==> config.mk <==
export PLATFORM = sky130hd
export DESIGN_NAME = seg7_scan_driver
export DESIGN_NICKNAME = d
export VERILOG_FILES = /design/src/rtl/seg7_scan_driver.sv
export SDC_FILE = /design/constraint.sdc
export NUM_CORES = 1
export LEC_CHECK = 0
export BUFFER_PORTS_ARGS = -buffer_cell sky130_fd_sc_hd__buf_2
export CORE_ASPECT_RATIO = 2
export CORE_MARGIN = 5
export CORE_UTILIZATION = 51
export DETAILED_ROUTE_END_ITERATION = 10
export PLACE_DENSITY = 0.69
export SYNTH_ARGS = -nofsm -noshare
export SYNTH_HDL_FRONTEND = slang
export SYNTH_SLANG_ARGS = --single-unit
export TNS_END_PERCENT = 20
==> constraint.sdc <==
create_clock -name clk -period 3.43 [get_ports clk]
set_clock_uncertainty 0.15 [all_clocks]
set_input_delay 0.5145 -clock clk [delete_from_list [all_inputs] [get_ports clk]]
set_output_delay 0.5145 -clock clk [all_outputs]
set_load 0.01 [all_outputs]
==> src/rtl/seg7_scan_driver.sv <==
// Multiplexed 7-segment scan driver with hex glyphs, decimal points,
// leading-zero blanking, anode dead time and frame-synchronous updates.
module seg7_scan_driver #(
  parameter int DIGITS = 4,
  parameter int SCAN_DIV = 50000,
  parameter bit SEG_ACTIVE_LOW = 1'b1,
  parameter bit AN_ACTIVE_LOW = 1'b1,
  localparam int IW = (DIGITS > 1) ? $clog2(DIGITS) : 1
) (
  input  logic                  clk,
  input  logic                  rst,
  input  logic                  enable,
  input  logic                  load,
  input  logic [4*DIGITS-1:0]   value,
  input  logic [DIGITS-1:0]     dp,
  input  logic                  blank_lz,
  output logic [6:0]            segment,
  output logic                  dp_out,
  output logic [DIGITS-1:0]     anode,
  output logic [IW-1:0]         digit_idx
);

  localparam int CW = $clog2(SCAN_DIV);
  localparam logic [CW-1:0] DIV_LAST = CW'(SCAN_DIV - 1);
  localparam logic [IW-1:0] IDX_LAST = IW'(DIGITS - 1);
  localparam logic [6:0] SEG_INV = {7{SEG_ACTIVE_LOW}};
  localparam logic [DIGITS-1:0] AN_INV = {DIGITS{AN_ACTIVE_LOW}};
  localparam logic DP_INV = SEG_ACTIVE_LOW;

  logic [CW-1:0]       div_cnt;
  logic [IW-1:0]       idx;
  logic [4*DIGITS-1:0] sh_value;
  logic [4*DIGITS-1:0] pd_value;
  logic [DIGITS-1:0]   sh_dp;
  logic [DIGITS-1:0]   pd_dp;
  logic                sh_blz;
  logic                pd_blz;
  logic                pend_valid;

  logic                div_last;
  logic                frame_wrap;
  logic [DIGITS-1:0]   blank;
  logic [DIGITS-1:0]   onehot;
  logic                run;
  logic [3:0]          nib;
  logic                cur_dp;
  logic                cur_blank;
  logic [6:0]          cur_seg;

  function automatic logic [6:0] glyph(input logic [3:0] n);
    logic [6:0] g;
    case (n)
      4'h0: g = 7'b1111110;
      4'h1: g = 7'b0110000;
      4'h2: g = 7'b1101101;
      4'h3: g = 7'b1111001;
      4'h4: g = 7'b0110011;
      4'h5: g = 7'b1011011;
      4'h6: g = 7'b1011111;
      4'h7: g = 7'b1110000;
      4'h8: g = 7'b1111111;
      4'h9: g = 7'b1111011;
      4'hA: g = 7'b1110111;
      4'hB: g = 7'b0011111;
      4'hC: g = 7'b1001110;
      4'hD: g = 7'b0111101;
      4'hE: g = 7'b1001111;
      4'hF: g = 7'b1000111;
    endcase
    return g;
  endfunction

  assign div_last = (div_cnt == DIV_LAST);
  assign frame_wrap = div_last && (idx == IDX_LAST);

  // Blanking runs from the top digit down and stops at the first non-zero.
  always_comb begin
    blank = '0;
    run = sh_blz;
    for (int i = DIGITS - 1; i > 0; i--) begin
      run = run && (sh_value[4*i +: 4] == 4'h0);
      blank[i] = run;
    end
  end

  always_comb begin
    nib = 4'h0;
    cur_dp = 1'b0;
    cur_blank = 1'b0;
    onehot = '0;
    for (int i = 0; i < DIGITS; i++) begin
      if (idx == IW'(i)) begin
        nib = sh_value[4*i +: 4];
        cur_dp = sh_dp[i];
        cur_blank = blank[i];
        onehot[i] = 1'b1;
      end
    end
    cur_seg = cur_blank ? 7'b0000000 : glyph(nib);
  end

  always_ff @(posedge clk) begin
    if (rst) begin
      div_cnt <= '0;
      idx <= '0;
      sh_value <= '0;
      sh_dp <= '0;
      sh_blz <= 1'b0;
      pd_value <= '0;
      pd_dp <= '0;
      pd_blz <= 1'b0;
      pend_valid <= 1'b0;
      segment <= SEG_INV;
      dp_out <= DP_INV;
      anode <= AN_INV;
      digit_idx <= '0;
    end else begin
      segment <= SEG_INV;
      dp_out <= DP_INV;
      anode <= AN_INV;
      if (!enable) begin
        div_cnt <= '0;
        idx <= '0;
        digit_idx <= '0;
        pend_valid <= 1'b0;
        if (load) begin
          sh_value <= value;
          sh_dp <= dp;
          sh_blz <= blank_lz;
        end else if (pend_valid) begin
          sh_value <= pd_value;
          sh_dp <= pd_dp;
          sh_blz <= pd_blz;
        end
      end else begin
        // div_cnt==0 is the dead-time cycle: everything stays dark.
        if (div_cnt != '0) begin
          anode <= onehot ^ AN_INV;
          segment <= cur_seg ^ SEG_INV;
          dp_out <= cur_dp ^ DP_INV;
          digit_idx <= idx;
        end
        if (div_last) begin
          div_cnt <= '0;
          idx <= (idx == IDX_LAST) ? '0 : idx + IW'(1);
        end else begin
          div_cnt <= div_cnt + CW'(1);
        end
        if (frame_wrap && load) begin
          sh_value <= value;
          sh_dp <= dp;
          sh_blz <= blank_lz;
          pend_valid <= 1'b0;
        end else if (frame_wrap && pend_valid) begin
          sh_value <= pd_value;
          sh_dp <= pd_dp;
          sh_blz <= pd_blz;
          pend_valid <= 1'b0;
        end else if (load) begin
          pd_value <= value;
          pd_dp <= dp;
          pd_blz <= blank_lz;
          pend_valid <= 1'b1;
        end
      end
    end
  end

endmodule

==> impl_metrics.tcl, run 1 <==
set metrics [dict create \
    crit_type "flop to flop" \
    core_um2 7660 \
    min_period_over_period_pct 83.9 \
    grt_max_degree 45 \
    final_cell_area_um2 4510 \
    antenna_found_initial 0 \
    drv_slew 0 \
    synth_top_family_by_area "simple AND/OR/NAND/NOR gates" \
    startpoint_type "flop" \
    drt-total-wl_mm 8.93 \
    synth_cell_types 46 \
    num_vias 3215 \
    crit_fanout 24 \
    hpwl_mm 6.33 \
    ys_ff_latch 75 \
    crit_buf_inv 0 \
    cts.clk_slew.worst_paths_ps 60 \
    grt_pass1_vias 3229 \
    setup_viol 0 \
    wl_per_cell_um 15.2 \
    htreeDepth 3 \
    synth_xor_area_share_pct 3.28 \
    leakagePower_nw 1.85 \
    grt_overflow 0 \
    p_sw_uw 502 \
    yosys.area_share.adder_pct 3.75 \
    r2r-start "idx[0]$_SDFFE_PP0N_" \
    worst_slew_pin_slew_ps 1100 \
    drive_gt1_share_pct 19.3 \
    r2r_slack_ps 550 \
    cp-end-kind "flop" \
    grt_first_pass_wirelength_mm 15.1 \
    synth_compound_area_share_pct 13.8 \
    max_cap_violations 0 \
    antenna_cells 0 \
    swShare_pct 23.9 \
    period_needed_ps 2880 \
    power_density_nw_per_um2 466 \
    cts_resized 0 \
    cp_data_arrival_time_ps 2910 \
    tns_ps 0 \
    whs_endpoint "pd_value[0]$_SDFFE_PP0P_" \
    die_y_um 135 \
    vias_per_cell 5.48 \
    syn_avg_cell_area_um2 8.62 \
    syn_inst 465 \
    drtAntennaViolNets 0 \
    layout_commonest_cell "dfxtp_1" \
    die-area_um2 9840 \
    critPathTopFamily "compound AO/OA/AOI/OAI gates" \
    drtIter0Drc 139 \
    power_frac_comb_pct 10.5 \
    pre_cts_slack_ps 597 \
    root_buffer "clkbuf_16" \
    dpl_cell_area_um2 4200 \
    area_delta_synth_final_pct 12.5 \
    ctsHoldBuffers 0 \
    start_util_pct 52.4 \
    seqPwrFrac_pct 44.1 \
    syn_nets 502 \
    final_cell_mix "dfxtp_1, nor2_1, nand2_1" \
    syn-cell-area_um2 4010 \
    synth_simple_gate_area_share_pct 21.4 \
    fill_cells 725 \
    io_pins 39 \
    hold_depth 3 \
    critPathRequiredTime_ps 3460 \
    relSlewSlack_pct 27.0 \
    synth_ff_type "dfxtp_1" \
    hold_viol 0 \
    worstReg2RegEnd "sh_value[2]$_SDFFE_PP0P_" \
    hold_start "value[0]" \
    hold_path.class "primary input to flop" \
    path_cells "ha_1 > o21ai_0 > o22a_1 > a211oi_1 > nor3_1" \
    post_cts.repair.setup_buffers 0 \
    synth-edff-count 0 \
    die_x_um 72.7 \
    critPathSlowestCell "o22a_1" \
    p_int_mw 1.60 \
    cts_sinks 75 \
    rsz0062_at_grt "false" \
    finalWeightedCongestion 0.825 \
    setup_ws_ps 552 \
    port_buffers 38 \
    numCtsBuffers 9 \
    drtPass1Iterations 4 \
    yosysSeqAreaShare_pct 37.5 \
    clockPowerShare_pct 45.4 \
    drc 0 \
    reg2reg_depth 5 \
    clock_latency_ps 340 \
    cts_tree "done" \
    nets 525 \
    cp_slowest_stage_delay_ps 640 \
    muxShareOfSynthArea_pct 15.3 \
    vdd_drop_max_mv 0.311 \
    async_flop_share_pct 0 \
    grtUsageTotal_pct 19.7 \
    cts_max_path_buffers 2 \
    max_freq_mhz 348 \
    outcome "finished, final reports clean" \
    fp-row-count 45 \
    final_util_pct 58.9 \
    yosysWarnings 0 \
]
==> worst max-delay path by stage <==
stage,to,cells after the start,start
after global routing,sh_value[2]$_SDFFE_PP0P_,5,idx[0]$_SDFFE_PP0N_
after global placement,pd_value[5]$_SDFFE_PP0P_,6,div_cnt[5]$_SDFF_PP0_
after floorplan,segment[3]$_SDFF_PP1_,10,idx[0]$_SDFFE_PP0N_
after detailed placement,sh_value[2]$_SDFFE_PP0P_,5,idx[0]$_SDFFE_PP0N_
after CTS,sh_value[2]$_SDFFE_PP0P_,5,idx[0]$_SDFFE_PP0N_
final,sh_value[2]$_SDFFE_PP0P_,5,idx[0]$_SDFFE_PP0N_
==> metrics by stage <==
stage	cells	total power, mW	hold WS (ps)
global route	587	2.19	282
finish	587	2.10	281
global placement	571	1.16	295
CTS	587	2.12	272
detailed placement	571	1.17	310
floorplan	465	1.11	280
==> worst reg2reg max path: stages, from the launching register on <==
cell,delay (ps)
dfxtp_1,430
ha_1,600
o21ai_0,300
o22a_1,640
a211oi_1,520
nor3_1,90
==> flip-flops by register name (all words and copies together), names as in the netlist, 4 cells and up <==
| signal | count |
|---|---|
| pd_value | 16 |
| div_cnt | 16 |
| pd_dp | 4 |
| sh_value | 16 |
| segment | 7 |
| anode | 4 |
| sh_dp | 4 |
==> final cells by class <==
class / instances / area [µm²] / share of cell area [%]
clock buffer: 12 / 256 / 5.69
inverter: 13 / 48.8 / 1.08
timing repair buffer: 43 / 228 / 5.05
clock inverter: 4 / 48.8 / 1.08
multi-input combinational: 346 / 2310 / 51.2
tap: 94 / 118 / 2.61
sequential: 75 / 1500 / 33.3
==> power by group through the flow <==
stage | logic (mW) | registers, mW | clock network [mW]
floorplan | 0.166 | 0.942 | 0
global placement | 0.215 | 0.945 | 0
detailed placement | 0.222 | 0.946 | 0
CTS | 0.224 | 0.927 | 0.972
global route | 0.249 | 0.931 | 1.01
finish | 0.221 | 0.927 | 0.954
==> layer usage <==
| layer | vias to the layer above | share of wire (%) | wire [µm] | GRT usage, % |
|---|---|---|---|---|
| li1 | 1648 | - | - | - |
| met1 | 1498 | 39 | 3450 | 20.7 |
| met2 | 50 | 55 | 4950 | 35.8 |
| met3 | 19 | 2.9 | 256 | 4.01 |
| met4 | 0 | 3.0 | 270 | 9.96 |
| met5 | - | 0 | 0 | 0 |
==> logic make-up after synthesis <==
kind of cell,Yosys count
AOI/OAI and AO/OA,78
muxes,51
buffers and inverters,44
and+or+nand+nor,190
adders and majority gates,12
DFF,75
xor gates and xnor gates,15
==> cell usage after synthesis, types with 4 or more instances <==
library cell   n  area [µm²]
xor2_1         9        78.8
clkbuf_1      20        75.1
nand2_1       67         251
dfxtp_1       75        1500
inv_1         13        48.8
o21ai_0        6        30.0
nor2_1        70         263
mux2_4        20         300
nand4_1        4        25.0
mux2i_1       29         290
nand3_1        7        35.0
buf_2          6        30.0
xnor2_1        6        52.6
nor3_1        21         105
a21oi_1       31         155
ha_1          12         150
a211oi_2       9         113
a211oi_1      16         120
Note: power is estimated with default switching activity, not from simulation.
==> run 2: changes to the inputs <==
==> constraint.sdc (replaced) <==
create_clock -name clk -period 2.8 [get_ports clk]
set_clock_uncertainty 0.15 [all_clocks]
set_input_delay 0.42 -clock clk [delete_from_list [all_inputs] [get_ports clk]]
set_output_delay 0.42 -clock clk [all_outputs]
set_load 0.01 [all_outputs]
==> run 2 against run 1 <==
Compared with the run above:
- sequential share of layout area shrank 0.62 points
- clock-buffer cell count did not move
- critical path type unchanged
- critical path depth up 3
- via count grew 2.5%
- non-clock buffer count grew 9
- die area unchanged
- sequential power increased by 23%
- first-iteration DRC count up 24%
- clock power up 26%
- global-route usage shrank 0.19 points
- largest cell class unchanged
- combinational power is 25% higher
==> impl_metrics.tcl, run 2 (same netlist as run 1, synthesis figures left out) <==
set metrics [dict create \
    cts_max_path_buffers 2 \
    nets 534 \
    antenna_found_initial 0 \
    grt_max_degree 46 \
    startpoint_type "flop" \
    reg_top3 "div_cnt: 16 flops, pd_value: 16 flops, sh_value: 16 flops" \
    setup_ws_ps 185 \
    final_cell_mix "dfxtp_1, nor2_1, nand2_1" \
    hpwl_mm 6.58 \
    port_buffers 38 \
    holdWs_ps 194 \
    rsz0062_at_grt "false" \
    cp_data_arrival_time_ps 2690 \
    htreeDepth 3 \
    setup_viol 0 \
    period_needed_ps 2610 \
    crit_start "idx[0]$_SDFFE_PP0N_" \
    vdd_drop_max_mv 0.382 \
    crit_fanout 16 \
    numCtsBuffers 9 \
    power_density_nw_per_um2 568 \
    outcome "finished, final reports clean" \
    io_pins 39 \
    crit_type "flop to flop" \
    cp-end-kind "flop" \
    post_cts.repair.setup_buffers 0 \
    die-area_um2 9840 \
    drtIter0Drc 172 \
    wl_per_cell_um 15.4 \
    core_um2 7660 \
    cts_sinks 75 \
    finalWeightedCongestion 0.809 \
    hold_viol 0 \
    start_util_pct 52.4 \
    clock_latency_ps 330 \
    worst_slew_pin_slew_ps 624 \
    root_buffer "clkbuf_16" \
    ctsHoldBuffers 0 \
    r2r-start "idx[0]$_SDFFE_PP0N_" \
    tns_ps 0 \
    fp-row-count 45 \
    grt_overflow 0 \
    layout_commonest_cell "dfxtp_1" \
    relSlewSlack_pct 58.1 \
    area_delta_synth_final_pct 14.6 \
    drv_slew 0 \
    antenna_cells 0 \
    max_cap_violations 0 \
    num_vias 3294 \
    min_period_over_period_pct 93.4 \
    fill_cells 703 \
    drtAntennaViolNets 0 \
    pre_cts_slack_ps 122 \
    drive_gt1_share_pct 21.1 \
    die_y_um 135 \
    cts_tree "done" \
    vias_per_cell 5.53 \
    drt-total-wl_mm 9.18 \
    max_freq_mhz 382 \
    drc 0 \
    hold_start "value[1]" \
    grtUsageTotal_pct 19.5 \
    drtPass1Iterations 6 \
    hold_path.class "primary input to flop" \
    cts.clk_slew.worst_paths_ps 60 \
    grt_pass1_vias 3113 \
    leakagePower_nw 1.90 \
    die_x_um 72.7 \
    critPathRequiredTime_ps 2870 \
    grt_first_pass_wirelength_mm 14.9 \
]
## run 2: power by group
part / switching [mW] / leakage (nW) / internal (mW)
combinational: 0.157 / 1.13 / 0.119
clock: 0.436 / 0.155 / 0.759
sequential: 0.0287 / 0.612 / 1.11
total: 0.622 / 1.90 / 1.99
## run 2: per-layer routing
metal | GRT usage, % | up-vias | part of all wire [%]
met1 | 20.0 | 1571 | 39
met2 | 37.5 | 52 | 57
met4 | 6.78 | 0 | 1.5
li1 | - | 1664 | -
met5 | 0 | - | 0
met3 | 3.86 | 7 | 2.6
## run 2: layout make-up
cell class              count  area, µm²  share of cell area, %
clock buffers              12        267                   5.80
flip-flops and latches     75       1500                   32.7
repair buffers             52        299                   6.51
inverters                  13       48.8                   1.06
multi-input cells         346       2310                   50.4
clock inverters             4       47.5                   1.03
well taps                  94        118                   2.56
## run 2: stage by stage
step / total power [mW] / util [%] / cell area [µm²] / std cells
after floorplan: 1.36 / - / 4010 / 465
after global placement: 1.43 / 55.8 / 4270 / 580
after detailed placement: 1.44 / 55.8 / 4270 / 580
after CTS: 2.63 / 59.9 / 4590 / 596
after global routing: 2.71 / 60.0 / 4590 / 596
final: 2.61 / 60.0 / 4590 / 596
## run 2: timing repair
action                     4_1_cts  5_1_grt
hold endpoints to repair         0        0
setup endpoints to repair        0        2
resized for setup                0        2
## run 2: final timing paths
check | to | slack, ps | cells past startpoint
max reg2reg | segment[3]$_SDFF_PP1_ | 190 | 8
min reg2reg | div_cnt[0]$_SDFF_PP0_ | 310 | 1
min | pd_value[1]$_SDFFE_PP0P_ | 190 | 3
max | segment[3]$_SDFF_PP1_ | 190 | 8
## run 2: critical path: stages, from the launching register on
cell and delay (ps):
dfxtp_1 430, ha_1 550, nor2_1 170, a21oi_1 320
inv_1 170, ha_1 340, mux2i_1 160, mux2_2 170
nand2_1 50
==> run 3: changes to the inputs <==
--- a/config.mk
+++ b/config.mk
@@ -11,6 +11,7 @@
 export CORE_UTILIZATION = 51
 export DETAILED_ROUTE_END_ITERATION = 10
 export PLACE_DENSITY = 0.69
+export RECOVER_POWER = 50
 export SYNTH_ARGS = -nofsm -noshare
 export SYNTH_HDL_FRONTEND = slang
 export SYNTH_SLANG_ARGS = --single-unit
==> run 3 against run 2 <==
Compared with the run above:
- via count is 0.88% higher
- sequential power hardly changed
- combinational power hardly changed
- highest routed layer unchanged
- clock-buffer cell count stayed put
- critical path type unchanged
- critical endpoint is now sh_value[9]$_SDFFE_PP0P_
- final area is 0.54% lower
- global-route usage stayed put
==> impl_metrics.tcl, run 3 (same netlist as run 1, synthesis figures left out) <==
set metrics [dict create \
    drtIter0Drc 141 \
    multiInputGateArea_um2 2310 \
    hold_depth 3 \
    crit_fanout 21 \
    layout.area.seq_um2 1500 \
    ctsHoldBuffers 0 \
    finalNonFillerCells 596 \
    startpoint_type "flop" \
    hold_path.class "primary input to flop" \
    cp_data_arrival_time_ps 2680 \
    drt-total-wl_mm 9.19 \
    root_buffer "clkbuf_16" \
    cts.clk_slew.worst_paths_ps 60 \
    cts_tree "done" \
    placed_cells 580 \
    grt_pass1_vias 3113 \
    setup_ws_ps 161 \
    final_cell_area_um2 4570 \
    final_util_pct 59.7 \
    crit_type "flop to flop" \
    p_int_mw 1.99 \
    dpl_cell_area_um2 4270 \
    die_x_um 72.7 \
    hpwl_mm 6.58 \
    drv_slew 0 \
    post_cts.repair.setup_buffers 0 \
    power_density_nw_per_um2 571 \
    min_period_over_period_pct 94.2 \
    core_um2 7660 \
    tns_ps 0 \
    rsz0062_at_grt "false" \
    setup_viol 0 \
    finalWeightedCongestion 0.809 \
    reg_top3 "div_cnt: 16 flops, pd_value: 16 flops, sh_value: 16 flops" \
    grtUsageTotal_pct 19.5 \
    seqPwrFrac_pct 43.6 \
    fp-row-count 45 \
    hold_viol 0 \
    start_util_pct 52.4 \
    pre_cts_slack_ps 122 \
    die_y_um 135 \
    nets 534 \
    period_needed_ps 2640 \
    grt_first_pass_wirelength_mm 14.9 \
    num_vias 3323 \
    p_sw_uw 622 \
    critPathRequiredTime_ps 2840 \
    htreeDepth 3 \
    power_frac_comb_pct 10.5 \
    swShare_pct 23.8 \
    cts_resized 0 \
    leakagePower_nw 1.87 \
    clock_latency_ps 330 \
    max_cap_violations 0 \
    grt_max_degree 46 \
    holdWs_ps 194 \
    port_buffers 38 \
    final_cell_mix "dfxtp_1, nor2_1, nand2_1" \
    fill_cells 713 \
    area_delta_synth_final_pct 14.0 \
    die-area_um2 9840 \
    clockPowerShare_pct 45.8 \
    max_freq_mhz 379 \
    grt_overflow 0 \
    relSlewSlack_pct 58.9 \
    power_mw 2.61 \
    worst_slew_pin_slew_ps 611 \
    antenna_found_initial 0 \
    vdd_drop_max_mv 0.382 \
    drc 0 \
    outcome "finished, final reports clean" \
    cp-end-kind "flop" \
    cts_max_path_buffers 2 \
    vias_per_cell 5.58 \
    wl_per_cell_um 15.4 \
    io_pins 39 \
    drive_gt1_share_pct 17.9 \
    drtPass1Iterations 6 \
    drtAntennaViolNets 0 \
    antenna_cells 0 \
    layout_commonest_cell "dfxtp_1" \
    cts_sinks 75 \
    numCtsBuffers 9 \
    reg2reg_depth 7 \
    r2r_slack_ps 160 \
]
-- run 3: changes by cell type in the layout (fill, tap and decap cells not counted) --
cell      delta
buf_2       -14
buf_4        -1
clkbuf_1    +15
or2_0        +1
or2_1        -1
or4_1        +1
or4_4        -1
-- run 3: layout make-up --
type	instances	share of cell area [%]
multi-input combinational	346	50.5
timing repair buffer	52	6.08
clock inverter	4	1.04
sequential	75	32.9
tap	94	2.57
clock buffer	12	5.83
inverter	13	1.07
-- run 3: worst paths after layout --
kind                              end                  start
max reg2reg  sh_value[9]$_SDFFE_PP0P_  div_cnt[4]$_SDFF_PP0_
min          pd_value[1]$_SDFFE_PP0P_               value[1]
min reg2reg     div_cnt[0]$_SDFF_PP0_  div_cnt[0]$_SDFF_PP0_
max          sh_value[9]$_SDFFE_PP0P_  div_cnt[4]$_SDFF_PP0_
-- run 3: per-layer routing --
metal | part of all wire (%) | wire length [µm] | vias up | GRT usage, %
li1 | - | - | 1665 | -
met1 | 39 | 3560 | 1587 | 20.0
met2 | 57 | 5200 | 63 | 37.5
met3 | 3.1 | 283 | 8 | 3.86
met4 | 1.5 | 142 | 0 | 6.78
met5 | 0 | 0 | - | 0
-- run 3: worst max-delay path, cell delays in order (launching register included) --
cell      delay [ps]
dfxtp_1          350
or4_1            580
nor4_4           310
nand4_2          140
buf_6            240
mux2_4           320
a211oi_1         310
a211oi_1          90
-- run 3: power by group through the flow --
stage                     Sequential [mW]  Combinational, mW  Clock, mW
after floorplan                      1.15              0.203          0
after global placement               1.16              0.267          0
after detailed placement             1.16              0.276          0
after CTS                            1.14              0.278       1.21
after global routing                 1.14              0.307       1.26
final                                1.14              0.275       1.20
